**src/rtl/cnn_pkg.sv**
```systemverilog
// Shared constants, types and helpers for the MNIST CNN pipeline.
package cnn_pkg;

  localparam int IMG_W    = 28;
  localparam int IMG_H    = 28;
  localparam int K        = 5;
  localparam int PIX_BITS = 8;
  localparam int W_BITS   = 8;
  localparam int ACT_BITS = 12;
  localparam int ACC_BITS = 24;

  typedef logic signed [ACT_BITS-1:0] act_t;

  typedef enum logic [1:0] {
    WIN_PRIME = 2'd0,
    WIN_RUN   = 2'd1,
    WIN_DONE  = 2'd2
  } win_state_e;

  localparam act_t ACT_MAX = 12'sh7FF;
  localparam act_t ACT_MIN = 12'sh800;
  localparam logic signed [ACC_BITS-1:0] ACC_ACT_MAX = 24'sd2047;
  localparam logic signed [ACC_BITS-1:0] ACC_ACT_MIN = -24'sd2048;

  function automatic act_t sat_act(input logic signed [ACC_BITS-1:0] v);
    act_t r;
    if (v > ACC_ACT_MAX) begin
      r = ACT_MAX;
    end else if (v < ACC_ACT_MIN) begin
      r = ACT_MIN;
    end else begin
      r = v[ACT_BITS-1:0];
    end
    return r;
  endfunction

endpackage

```
**src/rtl/cnn_conv1_core_if.sv**
```systemverilog
// Pixel-in / three-channel-result bundle between stage feeders and conv1.
interface cnn_conv1_core_if
  import cnn_pkg::*;
();
  logic [PIX_BITS-1:0] data_in;
  act_t                conv_out_1;
  act_t                conv_out_2;
  act_t                conv_out_3;
  logic                valid_out_conv;

  modport slave (
    input  data_in,
    output conv_out_1, conv_out_2, conv_out_3, valid_out_conv
  );

  modport master (
    output data_in,
    input  conv_out_1, conv_out_2, conv_out_3, valid_out_conv
  );
endinterface

```
**src/rtl/conv_window_buffer.sv**
```systemverilog
// Raster-stream line buffer: keeps the last (K-1)*WIDTH+K pixels and flags
// each cycle in which a complete KxK window has just been sampled.
module conv_window_buffer
  import cnn_pkg::*;
#(
  parameter int WIDTH     = IMG_W,
  parameter int HEIGHT    = IMG_H,
  parameter int KS        = cnn_pkg::K,
  parameter int DATA_BITS = PIX_BITS
) (
  input  logic                               clk,
  input  logic                               rst_n,
  input  logic [DATA_BITS-1:0]               data_in,
  output logic [KS*KS-1:0][DATA_BITS-1:0]    taps,
  output logic                               window_ready
);

  localparam int BUF_LEN = (KS - 1) * WIDTH + KS;
  localparam int CW      = $clog2(WIDTH);
  localparam int RW      = $clog2(HEIGHT);

  win_state_e                          state_q, state_d;
  logic [CW-1:0]                       col_q, col_d;
  logic [RW-1:0]                       row_q, row_d;
  logic                                ready_q, ready_d;
  logic [BUF_LEN-1:0][DATA_BITS-1:0]   buf_q, buf_d;

  // Control state: priming cycle, raster counters, window-complete strobe.
  always_ff @(posedge clk) begin
    if (!rst_n) begin
      state_q <= WIN_PRIME;
      col_q   <= '0;
      row_q   <= '0;
      ready_q <= 1'b0;
    end else begin
      state_q <= state_d;
      col_q   <= col_d;
      row_q   <= row_d;
      ready_q <= ready_d;
    end
  end

  // Pixel history; contents are don't-care until a full window has arrived.
  always_ff @(posedge clk) begin
    buf_q <= buf_d;
  end

  // Next-state: the first post-reset sample is discarded, then one image is taken.
  always_comb begin
    state_d = state_q;
    col_d   = col_q;
    row_d   = row_q;
    ready_d = 1'b0;
    buf_d   = buf_q;
    case (state_q)
      WIN_PRIME: begin
        state_d = WIN_RUN;
      end
      WIN_RUN: begin
        buf_d   = {buf_q[BUF_LEN-2:0], data_in};
        ready_d = (row_q >= RW'(KS - 1)) && (col_q >= CW'(KS - 1));
        if (col_q == CW'(WIDTH - 1)) begin
          col_d = '0;
          if (row_q == RW'(HEIGHT - 1)) begin
            row_d   = '0;
            state_d = WIN_DONE;
          end else begin
            row_d = row_q + RW'(1);
          end
        end else begin
          col_d = col_q + CW'(1);
        end
      end
      WIN_DONE: begin
        state_d = WIN_DONE;
      end
      default: begin
        state_d = WIN_PRIME;
      end
    endcase
  end

  // Tap (i,j) of the window sits (K-1-i) rows and (K-1-j) columns behind the newest pixel.
  always_comb begin
    taps = '0;
    for (int i = 0; i < KS; i++) begin
      for (int j = 0; j < KS; j++) begin
        taps[i*KS + j] = buf_q[(KS - 1 - i) * WIDTH + (KS - 1 - j)];
      end
    end
  end

  assign window_ready = ready_q;

endmodule

```
**src/rtl/cnn_conv1_core.sv**
```systemverilog
// Conv1 stage: 5x5 valid convolution of a 28x28 pixel stream into three
// saturated 12-bit channels, one result per completed window.
module cnn_conv1_core
  import cnn_pkg::*;
#(
  parameter int WIDTH     = IMG_W,
  parameter int HEIGHT    = IMG_H,
  parameter int K         = cnn_pkg::K,
  parameter int DATA_BITS = PIX_BITS,
  parameter int OUT_BITS  = ACT_BITS,
  parameter int SHIFT     = 8,
  parameter logic [K*K*DATA_BITS-1:0] W1 = '0,
  parameter logic [K*K*DATA_BITS-1:0] W2 = '0,
  parameter logic [K*K*DATA_BITS-1:0] W3 = '0,
  parameter logic [3*DATA_BITS-1:0]   B  = '0
) (
  input  logic              clk,
  input  logic              rst_n,
  cnn_conv1_core_if.slave   bus
);

  // Weight ROM: tap t of channel n at [(n*K*K + t)*DATA_BITS +: DATA_BITS], row-major.
  localparam logic [3*K*K*DATA_BITS-1:0] W_ALL = {W3, W2, W1};
  localparam int EXT = ACC_BITS - DATA_BITS;

  logic [K*K-1:0][DATA_BITS-1:0] taps;
  logic                          window_ready;
  logic                          valid_q, valid_d;

  conv_window_buffer #(
    .WIDTH     (WIDTH),
    .HEIGHT    (HEIGHT),
    .KS        (K),
    .DATA_BITS (DATA_BITS)
  ) u_window (
    .clk          (clk),
    .rst_n        (rst_n),
    .data_in      (bus.data_in),
    .taps         (taps),
    .window_ready (window_ready)
  );

  for (genvar n = 0; n < 3; n++) begin : g_lane
    logic signed [ACC_BITS-1:0] sum;
    logic signed [ACC_BITS-1:0] y;
    logic [DATA_BITS-1:0]       w_tap;
    logic [DATA_BITS-1:0]       b_raw;
    logic signed [OUT_BITS-1:0] out_d, out_q;

    // Pixels are unsigned, weights signed: zero- vs sign-extend before the multiply.
    always_comb begin
      sum   = '0;
      w_tap = '0;
      for (int t = 0; t < K*K; t++) begin
        w_tap = W_ALL[(n*K*K + t)*DATA_BITS +: DATA_BITS];
        sum   = sum + ($signed({{EXT{1'b0}}, taps[t]}) *
                       $signed({{EXT{w_tap[DATA_BITS-1]}}, w_tap}));
      end
      b_raw = B[n*DATA_BITS +: DATA_BITS];
      y     = (sum >>> SHIFT) + $signed({{EXT{b_raw[DATA_BITS-1]}}, b_raw});
      if (window_ready) begin
        out_d = sat_act(y);
      end else begin
        out_d = out_q;
      end
    end

    // Lane result register; holds between windows.
    always_ff @(posedge clk) begin
      if (!rst_n) begin
        out_q <= '0;
      end else begin
        out_q <= out_d;
      end
    end
  end

  // Valid strobe trails the window-complete strobe by one edge, aligned with results.
  always_comb begin
    valid_d = window_ready;
  end

  // Output valid register.
  always_ff @(posedge clk) begin
    if (!rst_n) begin
      valid_q <= 1'b0;
    end else begin
      valid_q <= valid_d;
    end
  end

  assign bus.conv_out_1     = g_lane[0].out_q;
  assign bus.conv_out_2     = g_lane[1].out_q;
  assign bus.conv_out_3     = g_lane[2].out_q;
  assign bus.valid_out_conv = valid_q;

endmodule

```
**src/flat_wrapper.sv**
```systemverilog
// flat-port wrapper written by rule: the top's interface ports become plain ports
module cnn_conv1_core_flat import cnn_pkg::*;
#(
  parameter int WIDTH     = IMG_W,
  parameter int HEIGHT    = IMG_H,
  parameter int K         = cnn_pkg::K,
  parameter int DATA_BITS = PIX_BITS,
  parameter int OUT_BITS  = ACT_BITS,
  parameter int SHIFT     = 8,
  parameter logic [K*K*DATA_BITS-1:0] W1 = '0,
  parameter logic [K*K*DATA_BITS-1:0] W2 = '0,
  parameter logic [K*K*DATA_BITS-1:0] W3 = '0,
  parameter logic [3*DATA_BITS-1:0]   B  = '0
)
  (clk, rst_n, bus_data_in, bus_conv_out_1, bus_conv_out_2, bus_conv_out_3, bus_valid_out_conv);
  cnn_conv1_core_if bus_i ();
  input  logic clk;
  input  logic rst_n;
  input wire logic [$bits(bus_i.data_in)-1:0] bus_data_in;
  output wire logic [$bits(bus_i.conv_out_1)-1:0] bus_conv_out_1;
  output wire logic [$bits(bus_i.conv_out_2)-1:0] bus_conv_out_2;
  output wire logic [$bits(bus_i.conv_out_3)-1:0] bus_conv_out_3;
  output wire logic [$bits(bus_i.valid_out_conv)-1:0] bus_valid_out_conv;
  assign bus_i.data_in = bus_data_in;
  assign bus_conv_out_1 = bus_i.conv_out_1;
  assign bus_conv_out_2 = bus_i.conv_out_2;
  assign bus_conv_out_3 = bus_i.conv_out_3;
  assign bus_valid_out_conv = bus_i.valid_out_conv;
  cnn_conv1_core #(.WIDTH(WIDTH), .HEIGHT(HEIGHT), .K(K), .DATA_BITS(DATA_BITS), .OUT_BITS(OUT_BITS), .SHIFT(SHIFT), .W1(W1), .W2(W2), .W3(W3), .B(B)) u_core (.clk(clk), .rst_n(rst_n), .bus(bus_i));
endmodule
```
**config.mk**
```make
export PLATFORM = sky130hd
export DESIGN_NAME = cnn_conv1_core_flat
export DESIGN_NICKNAME = d
export VERILOG_FILES = /design/src/rtl/cnn_pkg.sv /design/src/rtl/cnn_conv1_core_if.sv /design/src/rtl/conv_window_buffer.sv /design/src/rtl/cnn_conv1_core.sv /design/src/flat_wrapper.sv
export SDC_FILE = /design/constraint.sdc
export NUM_CORES = 1
export LEC_CHECK = 0
export CAP_MARGIN = 0
export CORE_MARGIN = 5
export CORE_UTILIZATION = 60
export CTS_BUF_LIST = sky130_fd_sc_hd__clkbuf_4
export DETAILED_ROUTE_END_ITERATION = 12
export HOLD_SLACK_MARGIN = 0.03
export PLACE_DENSITY_LB_ADDON = 0.1
export SYNTH_ARGS = -nofsm -noshare
export SYNTH_HDL_FRONTEND = slang
export SYNTH_HIERARCHICAL = 1
export SYNTH_SLANG_ARGS = --single-unit
```
**constraint.sdc**
```tcl
create_clock -name clk -period 32.8 [get_ports clk]
set_clock_uncertainty 0.15 [all_clocks]
set_input_delay 8.2 -clock clk [delete_from_list [all_inputs] [get_ports clk]]
set_output_delay 8.2 -clock clk [all_outputs]
set_load 0.01 [all_outputs]
```
==> metrics.yaml <==
cp-start-kind: "flip-flop"
r2r_cells: 5
drv_cap: 0
avgSynthCellArea_um2: 8.56
layout_commonest_cell: "conb_1"
clock_sinks: 14
io_buffers: 2
cts_tree: "built"
initial_utilization_pct: 64.9
min_to: "u_core/bus.valid_out_conv"
htree_num_levels: 1
timing.rr.end: "u_core/u_window/row_q[4]"
core_area_um2: 1540
finalNetCount: 137
vias: 657
drv_slew: 0
first_pass_iters: 3
critPathKind: "flip-flop to output port"
p_leak_nw: 0.399
hpwl_mm: 1.18
cts_resized: 0
critical_path.slowest_cell: "clkdlybuf4s50_1"
setup-tns-final_ps: 0
path_max_fanout: 1
fill_cells: 140
syn_inst: 117
finalSetupViolations: 0
route.detailed.drc: 0
max_freq_mhz: 106
path_cells: "clkdlybuf4s50_1"
multi_input_area_um2: 544
die-area_um2: 2590
avgViaCountPerCell: 4.83
rows: 14
worstMarginPinSlew_ps: 546
min_path_type: "flip-flop to flip-flop"
fin_ws_ps: 23340
chipWidth_um: 50.8
die_y_um: 50.8
fin_util_pct: 59.5
cp_num_buf_inv: 1
finalCritPeriodShare_pct: 28.8
diodes: 0
antenna_found_initial: 0
root_buffer: "clkbuf_4"
grt_pass1_vias: 561
syn_to_final_growth_pct: -8.37
rsz0062_at_grt: "no"
grt_pass1_wl_mm: 2.32
ant_nets: 0
yosys_warnings: 6
status: "finished clean"
worstHoldPathCells: 1
grt_remaining_overflow: 0
hold_start: "u_core/u_window/window_ready"
clock_latency_ps: 270
rr_startpoint: "u_core/u_window/state_q[1]"
holdWs_ps: 280
post_drt_wl_per_cell_um: 10.9
power_density_nw_per_um2: 46.1
hold_violations: 0
layout_common_cells: "conb_1 (36), dfxtp_1 (14), nand2_1 (11)"
met2_usage_pct: 18.6
r2r_slack_ps: 31130
postCtsSetupBuffers: 0
routed_wl_mm: 1.48
use_met3_pct: 3.49
cts_made_buffers: 3
final_layout_size_suffix_gt1_share_pct: 5.83
ir_drop_v: 0.0000321
grt_use_met1_pct: 14.4
dp_slack_ps: 23030
clkTransAtPathRegs_ps: 80
period_needed_ps: 9460
syn_area_um2: 1000
relSlewSlack_pct: 63.5
critical_path_arrival_ps: 1110
cts_hold_buf: 0
cpPeakStageDelay_ps: 520
grt_max_degree: 19
crit_path_end_kind: "output port"
cp.required_ps: 24450
grt-busiest-layer: "met2"
grt_usage_pct: 11.8
top_level_ports: 47
drtIter0Drc: 13
gp_congestion: 0.741
seqCellArea_um2: 280
cts.path.max_buffers: 2
cp_top_family: "buffers and inverters"
flip-flops by register name (all words and copies together), names as in the netlist:
signal / cells
u_core/bus.valid_out_conv: 1
u_core/u_window/col_q: 5
u_core/u_window/row_q: 5
u_core/u_window/state_q: 2
u_core/u_window/window_ready: 1
layout make-up:
| class | instances | share of cell area [%] |
|---|---|---|
| tap | 16 | 2.18 |
| sequential | 14 | 30.6 |
| clock buffer | 3 | 2.46 |
| clock inverter | 1 | 0.409 |
| inverter | 7 | 2.86 |
| timing repair buffer | 2 | 2.18 |
| multi-input combinational | 93 | 59.3 |
through the flow:
step	total power, mW	cell area (um2)	std cells
after CTS	0.0427	917	136
after global routing	0.0455	917	136
final	0.0422	917	136
after detailed placement	0.0328	891	132
after floorplan	0.0345	1130	152
after global placement	0.0321	891	132
per-layer routing:
| layer | up-vias | part of all wire, % |
|---|---|---|
| li1 | 329 | - |
| met2 | 24 | 47 |
| met4 | 0 | 0.81 |
| met3 | 2 | 9.9 |
| met1 | 302 | 43 |
| met5 | - | 0 |
worst max path at each step:
stage | from | endpoint | cells past startpoint
final | u_core/bus.valid_out_conv | bus_valid_out_conv | 1
after global routing | rst_n | u_core/u_window/row_q[4] | 3
after CTS | u_core/bus.valid_out_conv | bus_valid_out_conv | 1
after detailed placement | rst_n | u_core/u_window/row_q[4] | 3
after global placement | rst_n | u_core/u_window/row_q[4] | 3
after floorplan | rst_n | u_core/u_window/state_q[0] | 3
power by group:
| part | internal (mW) | switching (mW) |
|---|---|---|
| logic | 0.00464 | 0.00708 |
| registers | 0.0190 | 0.00161 |
| clock network | 0.00440 | 0.00549 |
(Power assumes the default switching activity.)
